File: src/rtl/inv_sub_bytes_seq.sv
// rtl/inv_sub_bytes_seq.sv - sequential AES InvSubBytes engine with a time-shared inverse S-box group
module inv_sub_bytes_seq #(
  parameter int BYTES_PER_CYCLE = 4
) (
  input  logic         clk,
  input  logic         rst_n,
  input  logic         in_valid,
  output logic         in_ready,
  input  logic [127:0] in_state,
  output logic         out_valid,
  input  logic         out_ready,
  output logic [127:0] out_state,
  output logic         busy
);

  localparam int N  = 16 / BYTES_PER_CYCLE;
  localparam int GW = 8 * BYTES_PER_CYCLE;
  localparam int CW = (N > 1) ? $clog2(N) : 1;
  localparam logic [CW-1:0] CNT_LAST = CW'(N - 1);

  localparam logic [1:0] S_IDLE = 2'd0;
  localparam logic [1:0] S_RUN  = 2'd1;
  localparam logic [1:0] S_DONE = 2'd2;

  if (!(BYTES_PER_CYCLE == 1 || BYTES_PER_CYCLE == 2 || BYTES_PER_CYCLE == 4 ||
        BYTES_PER_CYCLE == 8 || BYTES_PER_CYCLE == 16)) begin : g_bad_bpc
    $error("inv_sub_bytes_seq: BYTES_PER_CYCLE must be 1, 2, 4, 8 or 16");
  end

  function automatic logic [7:0] gf_mul(input logic [7:0] a, input logic [7:0] b);
    logic [7:0] p;
    logic [7:0] aa;
    p  = 8'h00;
    aa = a;
    for (int i = 0; i < 8; i++) begin
      if (b[i]) p = p ^ aa;
      aa = {aa[6:0], 1'b0} ^ (aa[7] ? 8'h1b : 8'h00);
    end
    return p;
  endfunction

  // x^254 == x^-1 in GF(2^8), and maps 0 to 0 without a special case
  function automatic logic [7:0] gf_inv(input logic [7:0] x);
    logic [7:0] x2, x4, x8, x16, x32, x64, x128;
    x2   = gf_mul(x, x);
    x4   = gf_mul(x2, x2);
    x8   = gf_mul(x4, x4);
    x16  = gf_mul(x8, x8);
    x32  = gf_mul(x16, x16);
    x64  = gf_mul(x32, x32);
    x128 = gf_mul(x64, x64);
    return gf_mul(gf_mul(gf_mul(x2, x4), gf_mul(x8, x16)),
                  gf_mul(gf_mul(x32, x64), x128));
  endfunction

  function automatic logic [7:0] inv_sbox(input logic [7:0] b);
    logic [7:0] y;
    logic [7:0] c;
    c = 8'h05;
    for (int i = 0; i < 8; i++) begin
      y[i] = b[(i + 2) % 8] ^ b[(i + 5) % 8] ^ b[(i + 7) % 8] ^ c[i];
    end
    return gf_inv(y);
  endfunction

  logic [1:0]    r_fsm;
  logic [CW-1:0] r_cnt;
  logic [127:0]  r_state;
  logic          r_in_ready;
  logic [GW-1:0] w_grp_in;
  logic [GW-1:0] w_grp_out;

  assign w_grp_in = r_state[127 - GW * int'(r_cnt) -: GW];

  for (genvar j = 0; j < BYTES_PER_CYCLE; j++) begin : g_sbox
    assign w_grp_out[GW - 1 - 8 * j -: 8] = inv_sbox(w_grp_in[GW - 1 - 8 * j -: 8]);
  end

  // in_ready is registered so it only rises on the edge after reset release or handoff
  always_ff @(posedge clk or negedge rst_n) begin
    if (!rst_n) begin
      r_fsm      <= S_IDLE;
      r_cnt      <= '0;
      r_state    <= '0;
      r_in_ready <= 1'b0;
    end else begin
      case (r_fsm)
        S_IDLE: begin
          if (r_in_ready && in_valid) begin
            r_state    <= in_state;
            r_cnt      <= '0;
            r_in_ready <= 1'b0;
            r_fsm      <= S_RUN;
          end else begin
            r_in_ready <= 1'b1;
          end
        end
        S_RUN: begin
          r_state[127 - GW * int'(r_cnt) -: GW] <= w_grp_out;
          if (r_cnt == CNT_LAST) begin
            r_fsm <= S_DONE;
          end else begin
            r_cnt <= r_cnt + CW'(1);
          end
        end
        S_DONE: begin
          if (out_ready) begin
            r_fsm      <= S_IDLE;
            r_cnt      <= '0;
            r_in_ready <= 1'b1;
          end
        end
        default: begin
          r_fsm <= S_IDLE;
        end
      endcase
    end
  end

  assign in_ready  = r_in_ready;
  assign out_valid = (r_fsm == S_DONE);
  assign out_state = r_state;
  assign busy      = (r_fsm != S_IDLE);

endmodule
File: config.mk
export PLATFORM = sky130hd
export DESIGN_NAME = inv_sub_bytes_seq
export DESIGN_NICKNAME = d
export VERILOG_FILES = /design/src/rtl/inv_sub_bytes_seq.sv
export SDC_FILE = /design/constraint.sdc
export NUM_CORES = 2
export LEC_CHECK = 0
export CELL_PAD_IN_SITES_DETAIL_PLACEMENT = 1
export CELL_PAD_IN_SITES_GLOBAL_PLACEMENT = 1
export CORE_UTILIZATION = 35
export DETAILED_ROUTE_END_ITERATION = 6
export PLACE_DENSITY = 0.61
export SYNTH_ARGS = -nofsm -noshare
export SYNTH_HDL_FRONTEND = slang
export SYNTH_SLANG_ARGS = --single-unit
File: constraint.sdc
create_clock -name clk -period 18.5 [get_ports clk]
set_clock_uncertainty 0.05 [all_clocks]
set_input_delay 2.775 -clock clk [delete_from_list [all_inputs] [get_ports clk]]
set_output_delay 2.775 -clock clk [all_outputs]
set_load 0.05 [all_outputs]
== Yosys cells after proc, flatten, opt, wreduce, memory -nomap -nowiden ==
Index checks and enable logic that the tools add are counted.
Cells by class
  add/sub/neg operators: 3
  equal/unequal tests: 7
  shift operators: 3
  multiplexer cells: 709
  bitwise operators: 716
  reduce and logical (&&, ||, !) cells: 10
Operators by type and width (count)
  $mux W8: 416
  $xor A8 B8 Y8: 364
  $xor A8 B5 Y8: 280
  $mux W5: 280
  $pmux W128 S2: 1
  $shift A32 B33 Y159 const A: 1
  $shiftx A159 B8 Y32: 1
  $shiftx A32 B33 Y159: 1
  $bwmux W128: 1
  $mux W128: 1
  $xor A1 B1 Y1: 64
  $neg A8 Y33: 1
  $pmux W2 S3: 2
  $mux W2: 5
  $not A1 Y1: 8
  $sub A7 B7 Y8 const A: 1
  $ne A2 B2 Y1 const B: 3
  $reduce_bool A2 Y1: 3
  $eq A2 B2 Y1 const B: 2
  $reduce_and A2 Y1: 2
  $reduce_and A4 Y1: 1
  $reduce_and A3 Y1: 1
  $reduce_bool A3 Y1: 1
  $add A2 B1 Y2 const B: 1
  other kinds (6): 7
Word-level totals
  register bits after elaboration: 133
  input port bits: 132
  output and inout bits: 131

== Longest topological paths before layout ==
  word-level depth: 149
  gate-level depth with buffers: 75

== Worst setup path before layout ==
No wires, ideal clock.
  path type: register to register
  start: register r_cnt[0]
  end: register r_state[110] (netlist: out_state[110])
  setup time: 0.133 ns
  data arrival time: 16.549 ns
  data required time: 18.317 ns
  setup slack: 1.768 ns
  stages on the path, launching flop included: 66
  path through: dfrtp_1 -> buf_6 -> buf_6 -> buf_8 -> buf_6 -> mux4_2 -> buf_2 -> xnor3_1 -> inv_2 -> buf_2 -> ha_1 -> clkbuf_1 -> xnor3_1 -> mux2i_1 -> nor2_1 -> o211a_1 -> o211a_1 -> or2_0 -> [... 30 more ...] -> xnor3_1 -> xnor3_1 -> xor2_1 -> xor2_1 -> xnor2_1 -> xnor2_1 -> mux2i_1 -> xnor2_1 -> xnor2_1 -> xnor2_1 -> xnor2_1 -> nand2b_1 -> xnor3_1 -> xnor2_1 -> xnor2_1 -> xnor2_1 -> xnor2_1 -> o22ai_1
On the way
  longest elaborated chain between the ends: 146
  elaborated cells between the ends (all ways): 1419
  classes of those cells: add/sub: 2; shift: 3; mux: 698; bitwise: 716
Ends and longest elaborated chain
  from (decl): line 67  | logic [CW-1:0] r_cnt;
  from (signal assigned): line 103  | r_cnt <= r_cnt + CW'(1);
  $sub A7 B7 Y8 *: line 73, 99
  $shiftx A159 B8 Y32: line 73  | assign w_grp_in = r_state[127 - GW * int'(r_cnt) -: GW];
  $xor A1 B1 Y1 (2 in a row): line 61  | y[i] = b[(i + 2) % 8] ^ b[(i + 5) % 8] ^ b[(i + 7) % 8] ^ c[i];
  $mux W5 (tied with other cells): line 37  | aa = {aa[6:0], 1'b0} ^ (aa[7] ? 8'h1b : 8'h00);
  $xor A8 B5 Y8 (tied with other cells): line 37
  $xor A8 B8 Y8 or $mux W8 (tied branches): line 36  | if (b[i]) p = p ^ aa;
  $mux W8 or $xor A8 B8 Y8 (tied branches): line 36
  $xor A8 B8 Y8 or $mux W8 (tied branches): line 36
  [... 129 more ...]
  $mux W8: line 36
  $xor A8 B8 Y8: line 36
  $mux W8: line 36
  $xor A8 B8 Y8: line 36
  $mux W8: line 36
  $shiftx A32 B33 Y159: line 99  | r_state[127 - GW * int'(r_cnt) -: GW] <= w_grp_out;
  $bwmux W128 *: line 99
  $pmux W128 S2 *: line 87  | case (r_fsm)
  to (signal assigned): line 90  | r_state <= in_state;
  to (signal, indexed assignment): line 99
  to (decl): line 68  | logic [127:0] r_state;
Every way passes the cells marked *; elsewhere a longest branch is shown, timed or not.
A chain may end at the register's enable or synchronous reset.

== Worst setup path after layout ==
  start: register r_cnt[1]
  end: register r_state[103] (netlist: out_state[103])
Same word-level chain as after synthesis.

==> key figures <==
Finish
  • Register area: ~3300 µm²
  • Share of layout cells above drive strength 1: under 10%
  • Util after Layout: just under 40%
  • P&R area growth vs syn: 12.1%
  • Fillcell total: ~21000
  • Final #Nets: between 8000 and 9000
  • Area of the multi-input gates: 54400 µm²

Synthesis
  • Syn Nets: 8336
  • Cell taking the most area after synthesis: xnor2_1
  • Cells after Synth: 8172
  • Adder-Cell Fraction of Synth Area: less than 1%
  • Sequential cell area fraction in the yosys report: 5.56%
  • Synth top area share: 25.9%
  • Synthesized cell area: roughly 60000 µm²
  • Most common cell in the netlist: xnor2_1
  • Async S/R FF share, synth: 100%
  • YS warnings: 0
  • Post-synth EDFFs: 0
  • Distinct cells, synth: about 120
  • Synth area leaders: xnor2_1, nor2_1, xnor3_1, xor2_1, dfrtp_1
  • Most instantiated cells after synthesis: xnor2_1, nor2_1, nand2_1
  • Synth Area in XOR/XNOR: approximately 44%
  • Flops & latches, synth: approximately 130
  • Synth Area in Compound Gates: 19.1%
  • Largest family of logic cells by synthesized area: XOR/XNOR gates
  • Simple-Gate Fraction of Synth Area: a little over a fifth
  • Syn Area/Cell: 7.32 µm²
  • Ys flop type: dfrtp_1
  • Multiplexer share of the synthesized area: ~5%

Critical path
  • Crit Path Class: register to register
  • Crit-path slowest cell: dfrtp_2
  • Max FO, Critical Path: 17
  • CP arrival: between 15 and 20 ns
  • Most common cell on crit path: xnor2_1
  • Worst R2R Setup Slack: 0.96 ns
  • Crit path largest cell delay: around 0.8 ns
  • RR Startpoint: r_cnt[1]
  • Startpoint types: register
  • RR Endpoint: out_state[103]
  • Critical path endpoint category: register
  • Worst R2R Path Depth: a little over 50
  • Start point of the critical path: r_cnt[1]
  • CP Data Required Time: approximately 19 ns

Drt
  • DR WL/cell: between 20 and 25 µm
  • Vias/cell: between 5 and 6
  • DR iter-0 viols: around 3500
  • Routed via count: about 60000
  • ANT nets after route: 0
  • Drt first pass iters: 5
  • Drt drc: 0
  • Total wire length: around 230 mm

Clocking
  • CTS H-tree lvls: 4
  • Clock-pin slew on the worst setup and hold paths: 0.08 ns
  • CTS max path bufs: 2
  • CTS tree: yes
  • Clk_lat worst skew: approximately 0.5 ns
  • TritonCTS Buffers: 17
  • Clock root cell: clkbuf_16
  • CTS sink cnt: between 100 and 150

STA
  • Worst-margin pin slew: roughly 1.2 ns
  • Period minus WS final: ~18 ns
  • Fin. max-slew vios: 0
  • Fin crit share: 94.8%
  • Fmax achieved: between 0.05 and 0.06 GHz
  • Max_slew headroom: 17.1%
  • Final Setup Violations: 0
  • Hold Fails Final Rpt: 0

Global route
  • Busiest layer in global routing: met2
  • Largest net degree at the start of global routing: 90
  • M1 GR Usage: about 34%
  • Initial antenna violation count: 5
  • First-pass GRT wire length: around 370 mm
  • Met3 Usage GRT: 1.00%
  • Grt ovf: 0
  • GR Util met2: a little under half
  • Vias in the first global route: around 61000
  • All-Layer GR Usage: around a quarter

Die
  • Io pins: roughly 260
  • DIE AREA: about 170000 µm²
  • Die Y: slightly above 400 µm
  • Die width: roughly 420 µm
  • Core Footprint: 170000 µm²
  • # rows: 151
  • Starting Density: a little over a third

Worst hold path
  • Worst Hold Class: register to register
  • Hold depth: 1
  • Worst-case hold path end point: in_ready
  • Hold_sp: in_ready

Placed design
  • Port Buffers: approximately 260
  • Post-DP HPWL: 175 mm
  • GPL Wtd Cong: just under 0.9

Job
  • Max Cap Viol: 0

Run status
  • Status: finished, final reports clean
## metal layers
metal / up-vias / part of all wire (%)
met1: 30100 / 45
li1: 28400 / -
met3: 221 / 2.4
met4: 0 / 3.1
met2: 1051 / 50
met5: - / 0
## worst max-delay path by stage
stage / end / slack, ns / depth (start not counted)
global placement: out_state[29] / 0.49 / 54
CTS: out_state[99] / 0.05 / 53
finish: out_state[103] / 0.96 / 51
global route: out_state[39] / -0.03 / 54
detailed placement: out_state[7] / 0.06 / 51
floorplan: out_state[110] / 1.77 / 65
## through the flow
step / cells / setup TNS, ns / hold WS (ns) / instance area, µm² / setup WS [ns]
final: 10500 / 0 / 0.478 / 67100 / 0.956
after CTS: 10500 / 0 / 0.483 / 66600 / 0.0499
after detailed placement: 10500 / 0 / 0.467 / 66000 / 0.0591
after global placement: 10500 / 0 / 0.457 / 66000 / 0.493
after global routing: 10500 / -0.0673 / 0.508 / 67100 / -0.0272
after floorplan: 8172 / 0 / 0.623 / 59900 / 1.77
## repair_timing
action                                  CTS  global route
resized for setup                         3            56
gates cloned                              0             2
pin swaps                                 0             1
hold endpoints to repair                  0             0
hold buffers                              0             0
endpoints found under the setup margin    4           128
setup buffers                             0             6
## cell families (layout without fill, tap and decap cells)
group	after synthesis	after routing
compound gates	1748	1748
simple gates	2810	2810
buf+inv	677	820
xor+xnor	2514	2514
mux	250	252
fa+ha+maj	40	40
flops	133	133
other cells	0	5
## layout make-up
class,count,area share (%)
antenna,5,0.0186
sequential,133,4.97
timing repair buffer,637,8.12
inverter,151,0.845
clock inverter,13,0.201
tap,2218,4.14
multi-input combinational,7364,81.0
clock buffer,19,0.660
## cell usage in the layout, fill, tap and decap left out, drive strengths merged, types with 41 or more instances in the layout
| cell type | synthesis | final |
|---|---|---|
| o21ai | 387 | 387 |
| a211oi | 95 | 95 |
| nor2 | 1144 | 1144 |
| nor2b | 84 | 84 |
| mux2i | 178 | 178 |
| o211ai | 63 | 63 |
| dfrtp | 133 | 133 |
| a22oi | 42 | 42 |
| a31oi | 59 | 59 |
| buf | 195 | 376 |
| clkdlybuf4s50 | 0 | 261 |
| xor2 | 439 | 439 |
| a221o | 69 | 69 |
| xnor2 | 1848 | 1848 |
| inv | 140 | 149 |
| nand3 | 174 | 174 |
| or3 | 42 | 42 |
| o22ai | 161 | 161 |
| a21oi | 495 | 495 |
| and3 | 103 | 103 |
| xnor3 | 196 | 196 |
| nand2b | 103 | 103 |
| nor3 | 206 | 206 |
| and2 | 51 | 51 |
| a221oi | 41 | 41 |
| nand2 | 755 | 755 |
## sequential cells by signal, summed over array words and instances, names as in the netlist
| register | count |
|---|---|
| in_ready | 1 |
| r_cnt | 2 |
| out_state | 128 |
| r_fsm | 2 |
## critical path: cells and delay by family, from the launching register on
family / cells / cell delay, ns
AND/OR/NAND/NOR: 9 / 2.18
buffers and inverters: 3 / 0.52
flip-flops: 1 / 0.80
adder cells (fa/ha/maj): 2 / 0.88
XOR/XNOR: 22 / 8.40
multiplexers: 3 / 1.26
AO/OA/AOI/OAI: 12 / 3.20
Power is not shown: default switching activity piles up to over one toggle a cycle in this logic, so the estimate is an artifact.
